[config.mk]
export PLATFORM = sky130hd
export DESIGN_NAME = ofdm_rx_byte_packer_flat
export DESIGN_NICKNAME = d
export VERILOG_FILES = /design/src/rtl/ofdm_rx_byte_packer_if.sv /design/src/rtl/ofdm_rx_byte_packer.sv /design/src/flat_wrapper.sv
export SDC_FILE = /design/constraint.sdc
export NUM_CORES = 1
export LEC_CHECK = 0
export BUFFER_PORTS_ARGS = -buffer_cell sky130_fd_sc_hd__clkbuf_2
export CORE_ASPECT_RATIO = 1.4
export CORE_UTILIZATION = 35
export DETAILED_ROUTE_END_ITERATION = 6
export PLACE_DENSITY = 0.61
export SYNTH_ARGS = -nofsm -noshare
export SYNTH_HDL_FRONTEND = slang
export SYNTH_SLANG_ARGS = --single-unit
[constraint.sdc]
create_clock -name sys_clk_i -period 5.04 [get_ports sys_clk_i]
set_input_delay 1.26 -clock sys_clk_i [delete_from_list [all_inputs] [get_ports sys_clk_i]]
set_output_delay 1.26 -clock sys_clk_i [all_outputs]
set_load 0.01 [all_outputs]
[src/rtl/ofdm_rx_byte_packer_if.sv]
// ofdm_rx_byte_packer_if: dibit input stream and byte output handshake of the OFDM RX byte packer
interface ofdm_rx_byte_packer_if;
    logic [1:0] rcv_data_i;
    logic       rcv_data_valid_i;
    logic       rcv_data_start_i;
    logic [7:0] byte_o;
    logic       byte_sof_o;
    logic       byte_valid_o;
    logic       byte_ready_i;
    modport master (
        output rcv_data_i, rcv_data_valid_i, rcv_data_start_i, byte_ready_i,
        input  byte_o, byte_sof_o, byte_valid_o
    );
    modport slave (
        input  rcv_data_i, rcv_data_valid_i, rcv_data_start_i, byte_ready_i,
        output byte_o, byte_sof_o, byte_valid_o
    );
endinterface

[src/rtl/ofdm_rx_byte_packer.sv]
// ofdm_rx_byte_packer: packs QPSK dibits MSB-first into SOF-tagged bytes behind a FIFO; OFDM_RX_PACK_STATS_EN builds the symbol counter
module ofdm_rx_byte_packer #(
    parameter int carriers_g   = 128,
    parameter int fifo_depth_g = 16
) (
    input  logic                    sys_clk_i,
    input  logic                    sys_init_i,
    ofdm_rx_byte_packer_if.slave    bus,
    output logic                    overflow_o,
    output logic                    realign_o,
    output logic [15:0]             symbol_cnt_o
);
    localparam int AW = $clog2(fifo_depth_g);
    localparam int SW = $clog2(carriers_g + 1);
    localparam logic [SW-1:0] CAR = SW'(carriers_g);
    typedef enum logic {IDLE, PACK} state_t;
    state_t        state_q, state_d;
    logic [5:0]    pack_q, pack_d, base_reg;
    logic [1:0]    pos_q, pos_d, base_pos;
    logic [SW-1:0] sym_q, sym_d, base_sym, sym_n;
    logic          sof_q, sof_d, base_sof;
    logic [AW:0]   wp_q, wp_d, rp_q, rp_d;
    logic [8:0]    mem_q [fifo_depth_g];
    logic [8:0]    wdata;
    logic [7:0]    byte_q, byte_d;
    logic          bsof_q, bsof_d, bval_q, bval_d, ovf_q, ovf_d, realign_q, realign_d;
    logic          restart, take, last, wr, wr_ok, pop, full;
    always_comb begin
        restart   = bus.rcv_data_valid_i & bus.rcv_data_start_i;
        take      = bus.rcv_data_valid_i & (restart | state_q == PACK);
        base_reg  = restart ? '0 : pack_q;
        base_pos  = restart ? '0 : pos_q;
        base_sym  = restart ? '0 : sym_q;
        base_sof  = restart | sof_q;
        sym_n     = base_sym + SW'(1);
        last      = sym_n == CAR;
        wr        = take & (base_pos == 2'd3 | last);
        wdata     = {base_sof, {base_reg, bus.rcv_data_i} << {2'd3 - base_pos, 1'b0}};
        state_d   = take ? (last ? IDLE : PACK) : state_q;
        pack_d    = take ? (last ? '0 : {base_reg[3:0], bus.rcv_data_i}) : pack_q;
        pos_d     = take ? (last ? '0 : base_pos + 2'd1) : pos_q;
        sym_d     = take ? (last ? '0 : sym_n) : sym_q;
        sof_d     = take ? base_sof & !wr : sof_q;
        realign_d = take & restart & (sym_q != '0);
        full      = (wp_q[AW] != rp_q[AW]) & (wp_q[AW-1:0] == rp_q[AW-1:0]);
        pop       = bval_q & bus.byte_ready_i;
        wr_ok     = wr & (!full | pop);
        ovf_d     = ovf_q | (wr & !wr_ok);
        wp_d      = wp_q + (AW+1)'(wr_ok);
        rp_d      = rp_q + (AW+1)'(pop);
        bval_d    = wp_d != rp_d;
        // a write landing in an empty FIFO becomes the head directly
        {bsof_d, byte_d} = !bval_d ? 9'd0 : (wr_ok && wp_q == rp_d) ? wdata : mem_q[rp_d[AW-1:0]];
    end
    always_ff @(posedge sys_clk_i) begin
        if (sys_init_i) begin
            state_q   <= IDLE;
            pack_q    <= '0;
            pos_q     <= '0;
            sym_q     <= '0;
            sof_q     <= 1'b0;
            wp_q      <= '0;
            rp_q      <= '0;
            byte_q    <= '0;
            bsof_q    <= 1'b0;
            bval_q    <= 1'b0;
            ovf_q     <= 1'b0;
            realign_q <= 1'b0;
        end else begin
            state_q   <= state_d;
            pack_q    <= pack_d;
            pos_q     <= pos_d;
            sym_q     <= sym_d;
            sof_q     <= sof_d;
            wp_q      <= wp_d;
            rp_q      <= rp_d;
            byte_q    <= byte_d;
            bsof_q    <= bsof_d;
            bval_q    <= bval_d;
            ovf_q     <= ovf_d;
            realign_q <= realign_d;
        end
    end
    always_ff @(posedge sys_clk_i) begin
        if (wr_ok) mem_q[wp_q[AW-1:0]] <= wdata;
    end
`ifdef OFDM_RX_PACK_STATS_EN
    logic [15:0] cnt_q, cnt_d;
    always_comb cnt_d = cnt_q + 16'(take & last);
    always_ff @(posedge sys_clk_i) begin
        if (sys_init_i) cnt_q <= '0;
        else cnt_q <= cnt_d;
    end
    assign symbol_cnt_o = cnt_q;
`else
    assign symbol_cnt_o = '0;
`endif
    assign bus.byte_o       = byte_q;
    assign bus.byte_sof_o   = bsof_q;
    assign bus.byte_valid_o = bval_q;
    assign overflow_o       = ovf_q;
    assign realign_o        = realign_q;
endmodule

[src/flat_wrapper.sv]
// flat-port wrapper written by rule: the top's interface ports become plain ports
module ofdm_rx_byte_packer_flat 
#(
    parameter int carriers_g   = 128,
    parameter int fifo_depth_g = 16
)
  (sys_clk_i, sys_init_i, overflow_o, realign_o, symbol_cnt_o, bus_rcv_data_i, bus_rcv_data_valid_i, bus_rcv_data_start_i, bus_byte_ready_i, bus_byte_o, bus_byte_sof_o, bus_byte_valid_o);
  ofdm_rx_byte_packer_if bus_i ();
  input  logic sys_clk_i;
  input  logic sys_init_i;
  output logic overflow_o;
  output logic realign_o;
  output logic [15:0] symbol_cnt_o;
  input wire logic [$bits(bus_i.rcv_data_i)-1:0] bus_rcv_data_i;
  input wire logic [$bits(bus_i.rcv_data_valid_i)-1:0] bus_rcv_data_valid_i;
  input wire logic [$bits(bus_i.rcv_data_start_i)-1:0] bus_rcv_data_start_i;
  input wire logic [$bits(bus_i.byte_ready_i)-1:0] bus_byte_ready_i;
  output wire logic [$bits(bus_i.byte_o)-1:0] bus_byte_o;
  output wire logic [$bits(bus_i.byte_sof_o)-1:0] bus_byte_sof_o;
  output wire logic [$bits(bus_i.byte_valid_o)-1:0] bus_byte_valid_o;
  assign bus_i.rcv_data_i = bus_rcv_data_i;
  assign bus_i.rcv_data_valid_i = bus_rcv_data_valid_i;
  assign bus_i.rcv_data_start_i = bus_rcv_data_start_i;
  assign bus_i.byte_ready_i = bus_byte_ready_i;
  assign bus_byte_o = bus_i.byte_o;
  assign bus_byte_sof_o = bus_i.byte_sof_o;
  assign bus_byte_valid_o = bus_i.byte_valid_o;
  ofdm_rx_byte_packer #(.carriers_g(carriers_g), .fifo_depth_g(fifo_depth_g)) u_core (.sys_clk_i(sys_clk_i), .sys_init_i(sys_init_i), .bus(bus_i), .overflow_o(overflow_o), .realign_o(realign_o), .symbol_cnt_o(symbol_cnt_o));
endmodule
# After elaboration in Yosys (flattened, before gate mapping)
# Memory sizes are Yosys's and may differ from the RTL's.
# Index checks and enable logic that the tools add are counted.
# W data, S select, Z words.
dict set report word_totals {
  regBits 40
  latchBits 0
  ramBits 144
  romBits 0
  in_bits 7
  output_inout_bits 28
  word_cells 57
  memories 1
}
# name depth word_bits rd rd_ports_with_merged_regs write_ports line
set memory_table {}
lappend memory_table {u_core.mem_q 16 9 1 0 1 ofdm_rx_byte_packer.sv:23} ;# logic [8:0] mem_q [fifo_depth_g];
dict set report op_classes {
  add_sub_neg 5
  n_mul 0
  div_mod_pow 0
  magnitude_cmp 0
  n_eq_ne 6
  n_shift 1
  n_mux 10
  n_bitwise 16
  reduce_logical 6
}
# operator n
set ops {}
lappend ops {{$mux W8} 2}
lappend ops {{$mux W6} 2}
lappend ops {{$add A5 B1 Y5} 2}
lappend ops {{$and A1 B1 Y1} 10}
lappend ops {{$mux W9} 1}
lappend ops {{$add A8 B1 Y8 const B} 1}
lappend ops {{$eq A8 B8 Y1 const B} 1}
lappend ops {{$reduce_bool A8 Y1} 1}
lappend ops {{$shl A8 B3 Y8} 1}
lappend ops {{$eq A5 B5 Y1} 1}
lappend ops {{$ne A5 B5 Y1} 1}
lappend ops {{$or A1 B1 Y1} 5}
lappend ops {{$eq A4 B4 Y1} 1}
lappend ops {{$mux W2} 2}
lappend ops {{$logic_not A1 Y1} 3}
lappend ops {{$mux W1} 3}
lappend ops {{$add A2 B1 Y2 const B} 1}
lappend ops {{$eq A2 B2 Y1 const B} 1}
lappend ops {{$reduce_or A2 Y1} 1}
lappend ops {{$sub A2 B2 Y2 const A} 1}
lappend ops {{$logic_and A1 B1 Y1} 1}
lappend ops {{$ne A1 B1 Y1} 1}
lappend ops {{$not A1 Y1} 1}

# Depth between registers and ports, before layout
dict set report logic_depth {
  depth_word 11
  depth_mapped 20
  mapped_depth_nobuf 16
}

# Worst setup path after synthesis
# Ideal clock, no wire load.
dict set report synth_timing {
  path_type {input to register}
  startpoint {in bus_rcv_data_start_i}
  endpoint {reg u_core.byte_q[0], in the netlist u_core.bus.byte_o[0]}
  setup_ps 132
  arrival_time_ps 4434
  required_ps 4908
  setup_slack_ps 474
  cell_stages 19
  path_buffers 4
  path_cell_list {buf_2 > nand2_1 > and2_1 > ha_1 > buf_2 > and3_1 > o2111a_1 > o221a_4 > a41oi_2 > buf_2 > nor2_1 > ha_1 > ha_1 > xnor2_1 > xnor2_1 > nor3_1 > a31o_2 > clkbuf_1 > a21oi_1}
}
dict set report synth_via {
  elab_chain_len 11
  elab_cells_between_ends 20
  cone_classes {add/sub (3); eq/ne (3); shift (1); mux (4); bitwise (7); reduce/logical (2)}
}
# element line
set synth_rtl {}
lappend synth_rtl {{from (decl)} flat_wrapper.sv:16} ;# input wire logic [$bits(bus_i.rcv_data_start_i)-1:0] bus_rcv_data_start_i;
lappend synth_rtl {{$and A1 B1 Y1 *} ofdm_rx_byte_packer.sv:29} ;# restart = bus.rcv_data_valid_i & bus.rcv_data_start_i;
lappend synth_rtl {{$mux W8} ofdm_rx_byte_packer.sv:33} ;# base_sym = restart ? '0 : sym_q;
lappend synth_rtl {{$add A8 B1 Y8} ofdm_rx_byte_packer.sv:35} ;# sym_n = base_sym + SW'(1);
lappend synth_rtl {{$eq A8 B8 Y1} ofdm_rx_byte_packer.sv:36} ;# last = sym_n == CAR;
lappend synth_rtl {{$or A1 B1 Y1} ofdm_rx_byte_packer.sv:37} ;# wr = take & (base_pos == 2'd3 | last);
lappend synth_rtl {{$and A1 B1 Y1} ofdm_rx_byte_packer.sv:37}
lappend synth_rtl {{$and A1 B1 Y1} ofdm_rx_byte_packer.sv:47} ;# wr_ok = wr & (!full | pop);
lappend synth_rtl {{$add A5 B1 Y5} ofdm_rx_byte_packer.sv:49} ;# wp_d = wp_q + (AW+1)'(wr_ok);
lappend synth_rtl {{$ne A5 B5 Y1} ofdm_rx_byte_packer.sv:51} ;# bval_d = wp_d != rp_d;
lappend synth_rtl {{$not A1 Y1 (no line)} -}
lappend synth_rtl {{$reduce_or A2 Y1 (no line)} -}
lappend synth_rtl {{to (signal assigned)} ofdm_rx_byte_packer.sv:77} ;# byte_q <= byte_d;
lappend synth_rtl {{to (decl)} ofdm_rx_byte_packer.sv:25} ;# logic [7:0] byte_q, byte_d;
# Mark *: on every way between the ends. The rest lies on a longest branch, timed or not.
# A chain may end at the register's enable or synchronous reset.

# Worst setup path in the final report
# Ends and elaborated chain as after synthesis.

==> results.cfg <==
[grt]
grt_pass1_wl_um = 25000
grt_pass1_vias = 4323
grt-ovfl-total = 0
groute.usage.overall = 0.1493
grt_max_degree = 40
antenna_found_initial = 0

[clocking]
tritoncts = built
cts.htree.levels = 4
cts_resized = 0
clk_pin_slew_worst_paths_ns = 0.07
post_cts_buffers = 0
clock_sinks = 184
cts_buffer_depth = 2
root_buffer = clkbuf_16
clock_latency_ns = 0.43
cts_hold_buf = 0
cts_made_buffers = 17

[power]
switching_share = 0.2269
comb_power_share = 0.023
ir_drop_uv = 204.4
p_clk_frac = 0.429
power.internal_mw = 2.312
p_per_area_mw_per_mm2 = 338.2
p_sw_uw = 678.6
pwr-share-seq = 0.548
p_leak_nw = 2.973

[synth]
synth_cells = 499
synth_flop_cell = edfxtp_1
synth_cell_type_count = 49
yosysTopAreaCell = edfxtp_1
async_flop_share = 0
synth.area.top_cells = edfxtp_1 55%, mux4_2 13%, dfxtp_1 10%
seq_area_frac_synth = 0.6561
yosys_warnings = 0
synth_top_area_share = 0.5536
avgSynthCellArea_um2 = 15.65
netlist_area_mm2 = 0.007811
synth_edf_count = 144
ys_ff_latch = 184

[finish]
nets = 543
ff_latch_area_mm2 = 0.005125
n_fill_cell = 1981
multi_input_area_mm2 = 0.002466
syn2layout_area_growth_pct = 13.20
n_antenna_cell = 0
drive_gt1_frac = 0.2435

[setup_path]
required_ns = 5.34
path_buf_inv = 1
critPathMaxStageDelay_ns = 0.31
cp-start-kind = primary input
cpMaxStageDelayCell = a31o_2
cp_top_family = compound AO/OA/AOI/OAI gates
critPathCapture = u_core.bus.byte_o[0]
worstRegToRegCells = 9
path_cells = clkbuf_2 -> nand2_1 -> and2_1 -> ha_1 -> and3_1 -> o2111a_1 -> o221a_4 -> a41oi_2 -> nor2_1 -> ha_1 -> ha_1 -> xnor2_1 -> xnor2_1 -> nor3_1 -> a31o_2 -> a21oi_1
r2r-end = u_core.mem_q[0][0]
critical_path_arrival_ns = 4.53
cp.depth = 16
cp_common_cell = ha_1
reg2reg_from = u_core.sym_q[1]
crit_path_end_kind = register
r2r_slack_ns = 1.77
startpoint = bus_rcv_data_start_i
critPathMaxFanout = 10
criticalPathCategory = primary input to register

[timing]
hold_viol = 0
timing.fmax_mhz = 236.7
skew_ns = 0.01242
relSlewSlack = 0.1634
rsz0062_at_grt = false
fin_tns_setup_ns = 0
min_period_over_period = 0.8383
final.setup.worst_slack_ns = 0.8147
period_needed_ns = 4.225
tightest_slew_ns = 1.250
setup_viol = 0
drv_slew = 0

[routing]
routed_via_density = 5.091
drtAntennaViolNets = 0
top_layer_used = met4
dr.pass1.iters = 5
route.met3.wl_um = 493
routed_wl_um = 16090
wirelength_met1_um = 6372
routedWlPerCell_um = 19.17
dr_total_vias = 4271
wl_met2_um = 8734
drt_iter0_markers = 328
drc = 0

[die]
dieArea_mm2 = 0.02293
coreArea_mm2 = 0.02186
die_x_um = 128.3
die_h_um = 178.8
io_pins = 35
initial_core_util = 0.3573
rows = 64

[placement]
globalplace.congestion = 0.8527
dp_hpwl_um = 10710
pre_cts_ws_ns = 0.4003
portBuffers = 18

[run]
cap_violations = 0

[outcome]
status = complete, no violations

[hold_path]
hp-class = register to register
## final cells by class
type / count / area share
Timing Repair Buffer: 42 / 0.03198
Clock buffer: 17 / 0.04811
Tap cell: 297 / 0.04203
Inverter: 5 / 0.002123
Multi-Input combinational cell: 279 / 0.2789
Sequential cell: 184 / 0.5796
Clock inverter: 15 / 0.01726
## state kept, by name, indices dropped and copies added, names as in the netlist, 2 cells and up
register	count
u_core.pack_q	6
u_core.rp_q	5
u_core.sym_q	8
u_core.mem_q	144
u_core.pos_q	2
u_core.bus.byte_o	8
u_core.wp_q	5
## power groups by stage
stage                     logic, mW  clock network (mW)  registers, mW
after detailed placement     0.0688                   0           1.67
after floorplan              0.0546                   0           1.67
after global placement       0.0671                   0           1.67
after global routing         0.0766                1.37           1.64
final                        0.0698                1.28           1.64
after CTS                    0.0696                1.32           1.64
## worst reg2reg max path, delay by kind of cell, from the launching register on
kind	cells	cell delay, ns
AND/OR/NAND/NOR	4	1.41
AO/OA/AOI/OAI	3	0.58
flip-flops	1	0.41
adder cells (fa/ha/maj)	1	0.32
buffers and inverters	1	0.21
## cell usage after synthesis, types with 5 or more instances
cell type    n
a21oi_1     23
a22oi_1     13
and2_1       5
and3_1       6
buf_2       11
buf_4       18
clkbuf_1    13
dfxtp_1     40
edfxtp_1   144
ha_1         7
inv_1        5
mux2i_1      5
mux4_2      45
nand2_1     11
nand3_1     19
nor2_1      43
nor2b_1      8
nor3_1       5
o21ai_0     14
xnor2_1     10
xor2_1      11
## cell families after synthesis
logic type	Yosys count	synth area share
compound gates	66	0.05558
fa+ha+maj	7	0.01121
simple gates	117	0.07705
xor+xnor	21	0.02355
flops	184	0.6561
other cells	1	0.0004801
mux	52	0.1390
buf+inv	51	0.03700
## metrics by stage
step           hold slack (ns)  instance area [um2]  power, mW  instances  utilization
6_report                0.4793                 8842      2.990        839       0.4045
5_1_grt                 0.5006                 8842      3.082        839       0.4045
4_1_cts                 0.4837                 8842      3.024        839       0.4045
3_5_place_dp            0.4639                 8264      1.742        807       0.3780
3_3_place_gp            0.4591                 8264      1.741        807       0.3780
2_1_floorplan           0.4592                 7868      1.726        514            -
## placed cells by master (no fill, tap or decap), drive strengths merged, types with 15 or more instances in the layout
cell type / instances
conb: 16
dfxtp: 40
nand3: 19
o21ai: 15
nor2: 43
edfxtp: 144
buf: 24
a21oi: 23
clkbuf: 35
mux4: 45
## worst min-delay path by stage
| stage | cells after the start | start | slack [ns] | endpoint |
|---|---|---|---|---|
| after floorplan | 2 | u_core.sym_q[7] | 0.46 | u_core.sym_q[7] |
| after detailed placement | 2 | u_core.overflow_o | 0.46 | u_core.overflow_o |
| after CTS | 2 | u_core.overflow_o | 0.48 | u_core.overflow_o |
| final | 2 | u_core.overflow_o | 0.48 | u_core.overflow_o |
| after global routing | 2 | u_core.overflow_o | 0.50 | u_core.overflow_o |
| after global placement | 2 | u_core.overflow_o | 0.46 | u_core.overflow_o |
## per-layer routing
| layer | up-vias | track usage |
|---|---|---|
| met3 | 24 | 0.02596 |
| met5 | - | 0 |
| met2 | 114 | 0.2671 |
| li1 | 1966 | - |
| met4 | 0 | 0.07255 |
| met1 | 2167 | 0.1714 |
No activity file was read; power rests on OpenSTA's default activity.
